===== config.mk =====
export PLATFORM = sky130hd
export DESIGN_NAME = dsp_mac_seq_flat
export DESIGN_NICKNAME = d
export VERILOG_FILES = /design/src/rtl/dsp_mac_seq_pkg.sv /design/src/rtl/dsp_mac_seq_if.sv /design/src/rtl/dsp_mac_seq_tag_pipe.sv /design/src/rtl/dsp_mac_seq.sv /design/src/flat_wrapper.sv
export SDC_FILE = /design/constraint.sdc
export NUM_CORES = 1
export LEC_CHECK = 0
export CORE_MARGIN = 2
export CORE_UTILIZATION = 55
export DETAILED_ROUTE_END_ITERATION = 12
export DONT_BUFFER_PORTS = 1
export PLACE_DENSITY_LB_ADDON = 0.25
export SYNTH_ARGS = -nofsm -noshare
export SYNTH_HDL_FRONTEND = slang
export SYNTH_SLANG_ARGS = --single-unit

===== constraint.sdc =====
create_clock -name clk_i -period 1.9 [get_ports clk_i]
set_clock_uncertainty 0.05 [all_clocks]
set_input_delay 0.095 -clock clk_i [delete_from_list [all_inputs] [get_ports clk_i]]
set_output_delay 0.095 -clock clk_i [all_outputs]
set_load 0.05 [all_outputs]

===== src/rtl/dsp_mac_seq_pkg.sv =====
// dsp_pkg: constants and types shared by the dsp_mac_seq slice.
//   OPM_*   : DSP48A1 OPMODE values driven toward the external slice
//   *_LAG   : cycles from beat acceptance to OPMODE / CEP / P use
//   state_e : sequencer FSM states
//   tag_t   : per-beat tag travelling alongside the DSP pipeline
//   sat_p   : clamp a 48-bit signed P to a signed w-bit range
package dsp_pkg;

    localparam logic [7:0] OPM_ZERO = 8'h00;  // X=0, Z=0
    localparam logic [7:0] OPM_MUL  = 8'h01;  // P = M
    localparam logic [7:0] OPM_MAC  = 8'h09;  // P = P + M

    // A0 -> A1 -> M -> P register chain inside the DSP48A1
    localparam int OPM_LAG = 2;
    localparam int CEP_LAG = 3;
    localparam int P_LAG   = 4;

    typedef enum logic [1:0] {
        S_IDLE,
        S_ISSUE,
        S_DRAIN,
        S_HOLD
    } state_e;

    typedef struct packed {
        logic valid;
        logic first;
        logic last;
    } tag_t;

    function automatic logic [47:0] sat_p(input logic [47:0] p, input int w);
        logic signed [47:0] ps, hi, lo;
        ps = signed'(p);
        hi = (48'sd1 <<< (w - 1)) - 48'sd1;
        lo = ~hi;
        if (ps > hi)      return hi;
        else if (ps < lo) return lo;
        else              return p;
    endfunction

endpackage


===== src/rtl/dsp_mac_seq_if.sv =====
// dsp_mac_seq_if: control, operand-beat and result handshake bundle.
//   start_i/len_i/busy_o        : job control
//   a_i/b_i/valid_i/ready_o     : operand beats
//   res_o/res_valid_o/res_ready_i : result handshake
// Modports: master = job source/result sink, slave = dsp_mac_seq.
interface dsp_mac_seq_if #(
    parameter int LEN_W = 8,
    parameter int RES_W = 32
);
    logic             start_i;
    logic [LEN_W-1:0] len_i;
    logic             busy_o;
    logic [17:0]      a_i;
    logic [17:0]      b_i;
    logic             valid_i;
    logic             ready_o;
    logic [RES_W-1:0] res_o;
    logic             res_valid_o;
    logic             res_ready_i;

    modport master (
        output start_i, len_i, a_i, b_i, valid_i, res_ready_i,
        input  busy_o, ready_o, res_o, res_valid_o
    );

    modport slave (
        input  start_i, len_i, a_i, b_i, valid_i, res_ready_i,
        output busy_o, ready_o, res_o, res_valid_o
    );
endinterface


===== src/rtl/dsp_mac_seq_tag_pipe.sv =====
// dsp_tag_pipe: shift register of beat tags that mirrors the DSP48A1
// register chain, so control arrives at the slice in step with its data.
//   clk_i, rst_ni      : clock, async active-low reset (clears all tags)
//   tag_i              : tag of the beat accepted this cycle
//   tap_opm_o/cep_o/p_o: tag delayed by OPM_LAG / CEP_LAG / P_LAG cycles
module dsp_tag_pipe
    import dsp_pkg::*;
#(
    parameter int DEPTH = P_LAG
) (
    input  logic clk_i,
    input  logic rst_ni,
    input  tag_t tag_i,
    output tag_t tap_opm_o,
    output tag_t tap_cep_o,
    output tag_t tap_p_o
);

    tag_t [DEPTH:1] vld_pipe;

    always_ff @(posedge clk_i or negedge rst_ni) begin
        if (!rst_ni) begin
            vld_pipe <= '0;
        end else begin
            vld_pipe[1] <= tag_i;
            for (int i = 2; i <= DEPTH; i++) vld_pipe[i] <= vld_pipe[i-1];
        end
    end

    assign tap_opm_o = vld_pipe[OPM_LAG];
    assign tap_cep_o = vld_pipe[CEP_LAG];
    assign tap_p_o   = vld_pipe[P_LAG];

endmodule


===== src/rtl/dsp_mac_seq.sv =====
// dsp_mac_seq: sequences an external DSP48A1 (A0/A1/B0/B1/M/P/OPMODE
// registers enabled) through a signed 18x18 dot product of len_i beats.
//   clk_i, rst_ni   : clock, async active-low reset
//   bus (slave)     : start/len/busy, a/b beat handshake, result handshake
//   dsp_a_o/dsp_b_o : operands, straight from a_i/b_i
//   dsp_opmode_o    : MUL for the first beat, MAC after, ZERO on bubbles
//   dsp_cep_o       : P clock enable, only for real beats
//   dsp_p_i         : 48-bit P from the slice
// Build option: define DSP_MAC_SEQ_SAT_EN to saturate P into RES_W bits
// instead of truncating.
module dsp_mac_seq
    import dsp_pkg::*;
#(
    parameter int LEN_W = 8,
    parameter int RES_W = 32
) (
    input  logic          clk_i,
    input  logic          rst_ni,
    dsp_mac_seq_if.slave  bus,
    output logic [17:0]   dsp_a_o,
    output logic [17:0]   dsp_b_o,
    output logic [7:0]    dsp_opmode_o,
    output logic          dsp_cep_o,
    input  logic [47:0]   dsp_p_i
);

    state_e           state_q, state_d;
    logic [LEN_W-1:0] cnt_q;
    logic             first_q;
    logic [RES_W-1:0] res_q, res_next;
    logic             accept, last_beat, res_cap;
    tag_t             tag_in, tap_opm, tap_cep, tap_p;

    assign accept    = bus.valid_i && (state_q == S_ISSUE);
    assign last_beat = (cnt_q == LEN_W'(1));
    assign res_cap   = tap_p.valid && tap_p.last;

    // State register
    always_ff @(posedge clk_i or negedge rst_ni) begin
        if (!rst_ni) state_q <= S_IDLE;
        else         state_q <= state_d;
    end

    // Next-state logic
    always_comb begin
        state_d = state_q;
        case (state_q)
            S_IDLE:  if (bus.start_i) state_d = (bus.len_i == '0) ? S_HOLD : S_ISSUE;
            S_ISSUE: if (accept && last_beat) state_d = S_DRAIN;
            S_DRAIN: if (res_cap) state_d = S_HOLD;
            S_HOLD:  if (bus.res_ready_i) state_d = S_IDLE;
            default: state_d = S_IDLE;
        endcase
    end

    // Outputs decoded from state
    always_comb begin
        bus.busy_o      = (state_q != S_IDLE);
        bus.ready_o     = (state_q == S_ISSUE);
        bus.res_valid_o = (state_q == S_HOLD);
    end

    // Beat counter and first-beat flag
    always_ff @(posedge clk_i or negedge rst_ni) begin
        if (!rst_ni) begin
            cnt_q   <= '0;
            first_q <= 1'b0;
        end else if (state_q == S_IDLE && bus.start_i) begin
            cnt_q   <= bus.len_i;
            first_q <= 1'b1;
        end else if (accept) begin
            cnt_q   <= cnt_q - LEN_W'(1);
            first_q <= 1'b0;
        end
    end

    assign tag_in = '{valid: accept, first: first_q, last: accept && last_beat};

    dsp_tag_pipe #(.DEPTH(P_LAG)) u_tag_pipe (
        .clk_i     (clk_i),
        .rst_ni    (rst_ni),
        .tag_i     (tag_in),
        .tap_opm_o (tap_opm),
        .tap_cep_o (tap_cep),
        .tap_p_o   (tap_p)
    );

    assign dsp_a_o   = bus.a_i;
    assign dsp_b_o   = bus.b_i;
    assign dsp_cep_o = tap_cep.valid;

    // The first beat uses Z=0, so whatever P held before (including
    // a run cut short by reset) never reaches the new sum.
    always_comb begin
        dsp_opmode_o = OPM_ZERO;
        if (tap_opm.valid) dsp_opmode_o = tap_opm.first ? OPM_MUL : OPM_MAC;
    end

`ifdef DSP_MAC_SEQ_SAT_EN
    logic [47:0] p_sat;
    assign p_sat    = sat_p(dsp_p_i, RES_W);
    assign res_next = p_sat[RES_W-1:0];
`else
    assign res_next = dsp_p_i[RES_W-1:0];
`endif

    // Cleared on start so a zero-length job reports 0.
    always_ff @(posedge clk_i or negedge rst_ni) begin
        if (!rst_ni)                             res_q <= '0;
        else if (state_q == S_IDLE && bus.start_i) res_q <= '0;
        else if (res_cap)                        res_q <= res_next;
    end

    assign bus.res_o = res_q;

    logic unused_bits;
    assign unused_bits = ^{dsp_p_i, tap_opm.last, tap_cep.first, tap_cep.last, tap_p.first};

endmodule

===== src/flat_wrapper.sv =====
// flat-port wrapper written by rule: the top's interface ports become plain ports
module dsp_mac_seq_flat import dsp_pkg::*;
#(
    parameter int LEN_W = 8,
    parameter int RES_W = 32
)
  (clk_i, rst_ni, dsp_a_o, dsp_b_o, dsp_opmode_o, dsp_cep_o, dsp_p_i, bus_start_i, bus_len_i, bus_a_i, bus_b_i, bus_valid_i, bus_res_ready_i, bus_busy_o, bus_ready_o, bus_res_o, bus_res_valid_o);
  dsp_mac_seq_if #(.LEN_W(LEN_W), .RES_W(RES_W)) bus_i ();
  input  logic clk_i;
  input  logic rst_ni;
  output logic [17:0] dsp_a_o;
  output logic [17:0] dsp_b_o;
  output logic [7:0] dsp_opmode_o;
  output logic dsp_cep_o;
  input  logic [47:0] dsp_p_i;
  input wire logic [$bits(bus_i.start_i)-1:0] bus_start_i;
  input wire logic [$bits(bus_i.len_i)-1:0] bus_len_i;
  input wire logic [$bits(bus_i.a_i)-1:0] bus_a_i;
  input wire logic [$bits(bus_i.b_i)-1:0] bus_b_i;
  input wire logic [$bits(bus_i.valid_i)-1:0] bus_valid_i;
  input wire logic [$bits(bus_i.res_ready_i)-1:0] bus_res_ready_i;
  output wire logic [$bits(bus_i.busy_o)-1:0] bus_busy_o;
  output wire logic [$bits(bus_i.ready_o)-1:0] bus_ready_o;
  output wire logic [$bits(bus_i.res_o)-1:0] bus_res_o;
  output wire logic [$bits(bus_i.res_valid_o)-1:0] bus_res_valid_o;
  assign bus_i.start_i = bus_start_i;
  assign bus_i.len_i = bus_len_i;
  assign bus_i.a_i = bus_a_i;
  assign bus_i.b_i = bus_b_i;
  assign bus_i.valid_i = bus_valid_i;
  assign bus_i.res_ready_i = bus_res_ready_i;
  assign bus_busy_o = bus_i.busy_o;
  assign bus_ready_o = bus_i.ready_o;
  assign bus_res_o = bus_i.res_o;
  assign bus_res_valid_o = bus_i.res_valid_o;
  dsp_mac_seq #(.LEN_W(LEN_W), .RES_W(RES_W)) u_core (.clk_i(clk_i), .rst_ni(rst_ni), .bus(bus_i), .dsp_a_o(dsp_a_o), .dsp_b_o(dsp_b_o), .dsp_opmode_o(dsp_opmode_o), .dsp_cep_o(dsp_cep_o), .dsp_p_i(dsp_p_i));
endmodule

==> reports/qor.csv <==
stage,metric,value,unit
critical_path,critical_path_buf_inv_count,1,
routing,firstDrtPassIters,5,
clock_network,cts_htree_levels,2,
critical_path,crit_path_start_kind,flip-flop,
floorplan,ios,177,
place,io_buffers,0,
critical_path,rrSetupSlack,220,ps
status,status,finished clean,
final_layout,synthToLayoutAreaGrowth,13.89,%
floorplan,die_y,72.09,um
critical_path,worst_setup_path_end_kind,flip-flop,
critical_path,startpoint,u_core.state_q[1],
place,place_hpwl,3.106,mm
place,place.gp.congestion,0.7708,
clock_network,numCtsBuffers,5,
final_layout,final_util,0.6579,
logic_synthesis,ys_seq_elements,53,
logic_synthesis,synth_xor_area_frac,0.02061,
sta,finalCriticalPeriod,1681,ps
logic_synthesis,ys_warn_count,0,
final_layout,nNetsFinal,390,
logic_synthesis,synth_area_leaders,"dfrtp_1, buf_4, nand2_1",
sta,max_freq,595.0,MHz
grt,grt_pass1_vias,1724,
grt,grt_overflow_total,0,
logic_synthesis,synthCells,274,
clock_network,cts_tree,done,
clock_network,clock_sinks,53,
critical_path,r2r.worst_path.cells,6,
critical_path,crit_type,flip-flop to flip-flop,
logic_synthesis,synth_top_family_by_area,simple AND/OR/NAND/NOR gates,
power,power_leakage,1.325,nW
critical_path,regToRegStartpoint,u_core.state_q[1],
critical_path,cp.depth,6,
logic_synthesis,synth_top_area_frac,0.5201,
power,p_per_area,1088,mW/mm^2
critical_path,cp.arrival,1810,ps
min_path,hold_depth,3,
sta,rsz0062_at_grt,false,
clock_network,cts_resized,0,
routing,num_vias,1827,
grt,antenna_found_initial,0,
final_layout,fin_area,0.002904,sq mm
clock_network,root_buffer,clkbuf_8,
grt,grt_max_degree,54,
critical_path,critPathMaxStageDelay,400,ps
final_layout,layout_common_cells,"nand2_1, dfrtp_1, dlygate4sd3_1",
grt,grt.total_usage,0.1885,
floorplan,start_util,0.5777,
clock_network,cts_buffer_depth,2,
floorplan,dieArea,0.005197,sq mm
sta,setup_viol,0,
critical_path,r2r-end,u_core.cnt_q[6],
grt,grt_pass1_wl,7.700,mm
logic_synthesis,avgSynthCellArea,9.306,sq um
logic_synthesis,synth_compound_area_frac,0.09519,
floorplan,core,0.004414,sq mm
clock_network,cts_setup_buffers,0,
critical_path,crit_fanout,6,
logic_synthesis,yosys.area.top_type,dfrtp_1,
clock_network,ctsHoldBuffers,43,
routing,drc,0,
critical_path,cp_top_family,simple AND/OR/NAND/NOR gates,
critical_path,cp_slowest_cell,dfrtp_1,
critical_path,crit_path_end,u_core.cnt_q[6],
routing,drt_iter0_markers,101,
clock_network,path_clk_slew,90,ps
logic_synthesis,ys_types,25,
logic_synthesis,ys_seq_area_frac,0.5201,
final_layout,mostFrequentLayoutCell,nand2_1,
floorplan,die_x,72.09,um
logic_synthesis,muxShareOfSynthArea,0.007851,
min_path,hp-class,primary input to flip-flop,
sta,tns,0,ps
clock_network,clk-insertion-delay-late,300,ps
routing,drtAntennaViolNets,0,
power,power,0.003161,W
logic_synthesis,synth_area,0.002550,sq mm
routing,wire_per_inst,14.29,um
final_layout,drive_above_1_share,0.08014,
sta,slew_viol_final,0,
floorplan,row_count,24,
critical_path,cp.required,2030,ps
job,drv_cap,0,
logic_synthesis,synth-simple-area-share,0.1644,
power,ir_drop,0.0006246,V
final_layout,n_antenna_cell,0,
logic_synthesis,synth_fa_ha_area_frac,0.03435,
critical_path,path_cells,inv_1 > ha_1 > nand4b_1 > nor4_1 > xnor2_1 > o21ai_0,
place,placed_cell_area,0.002360,sq mm
routing,drt-total-wl,4.843,mm
sta,finalCritPeriodShare,0.8845,
routing,viasPerCell,5.389,
sta,hold_viol_final,0,
==> worst min path at each step <==
stage | start | endpoint | slack [ps]
2_1_floorplan | rst_ni | u_core.bus.res_o[0] | -250
3_3_place_gp | rst_ni | u_core.bus.res_o[7] | -250
3_5_place_dp | rst_ni | u_core.bus.res_o[10] | -250
4_1_cts | bus_len_i[7] | u_core.state_q[1] | 50
5_1_grt | bus_len_i[7] | u_core.state_q[1] | 70
6_report | bus_len_i[7] | u_core.state_q[1] | 60
==> logic make-up after synthesis <==
group                    count (synthesis)
AND/OR/NAND/NOR                         96
buffers and inverters                   63
flip-flops                              53
AO/OA/AOI/OAI                           46
adder cells (fa/ha/maj)                  7
XOR/XNOR                                 6
multiplexers                             2
other                                    1
==> layout make-up <==
| class | count | area (sq um) |
|---|---|---|
| Clock buffer | 6 | 82.58 |
| Clock inverter | 2 | 13.76 |
| Fill cell | 357 | 1510 |
| Inverter | 7 | 26.28 |
| Multi-Input combinational cell | 163 | 844.6 |
| Sequential cell | 53 | 1326 |
| Tap cell | 52 | 65.06 |
| Timing Repair Buffer | 56 | 545.5 |
==> flip-flops by register name, indices dropped and copies added, names as in the netlist <==
| signal | count |
|---|---|
| u_core.bus.res_o | 32 |
| u_core.u_tag_pipe.vld_pipe | 3 |
| u_core.u_tag_pipe.tap_p_o | 2 |
| u_core.state_q | 2 |
| u_core.u_tag_pipe.tap_opm_o | 3 |
| u_core.u_tag_pipe.tap_cep_o | 2 |
| u_core.first_q | 1 |
| u_core.cnt_q | 8 |
==> metal layers <==
metal  vias up  wire length [um]  part of all wire  GRT usage
li1        853                 -                 -          -
met1       892              2041              0.42     0.2339
met2        74              2318              0.48     0.3160
met3         8               441             0.091    0.06944
met4         0                42            0.0087    0.04193
met5         -                 0                 0          0
==> tightest hold or removal path: stages <==
cell,delay [ps]
nor4_1,30
a31oi_1,150
mux2i_1,80
==> per-stage QoR <==
stage,setup WS (ps),hold WS [ps],instances
floorplan,32.78,-250.6,279
global placement,294.9,-249.6,288
detailed placement,211.2,-249.6,288
CTS,212.7,48.34,339
global route,53.00,67.60,339
finish,219.4,56.41,339
==> power by group <==
group	internal (W)	switching (W)	leakage [nW]
clock	0.000296	0.000352	0.0512
combinational	0.000406	0.000609	0.560
sequential	0.00130	0.000197	0.714
==> synthesized netlist by cell type <==
library cell,n
a21o_1,2
o21ai_0,7
dfrtp_1,53
nand2_1,75
nand3_1,3
nor4_4,1
nor2b_1,3
inv_1,7
nor4_1,3
a31oi_1,1
clkbuf_1,13
buf_4,43
nor2_1,5
xor2_1,3
mux2i_1,2
and3_1,1
ha_1,7
a21oi_1,34
a221o_1,1
and2_1,2
o22ai_1,1
nand4b_1,2
xnor2_1,3
and3b_1,1
conb_1,1
Note: power is estimated with default switching activity, not from simulation.
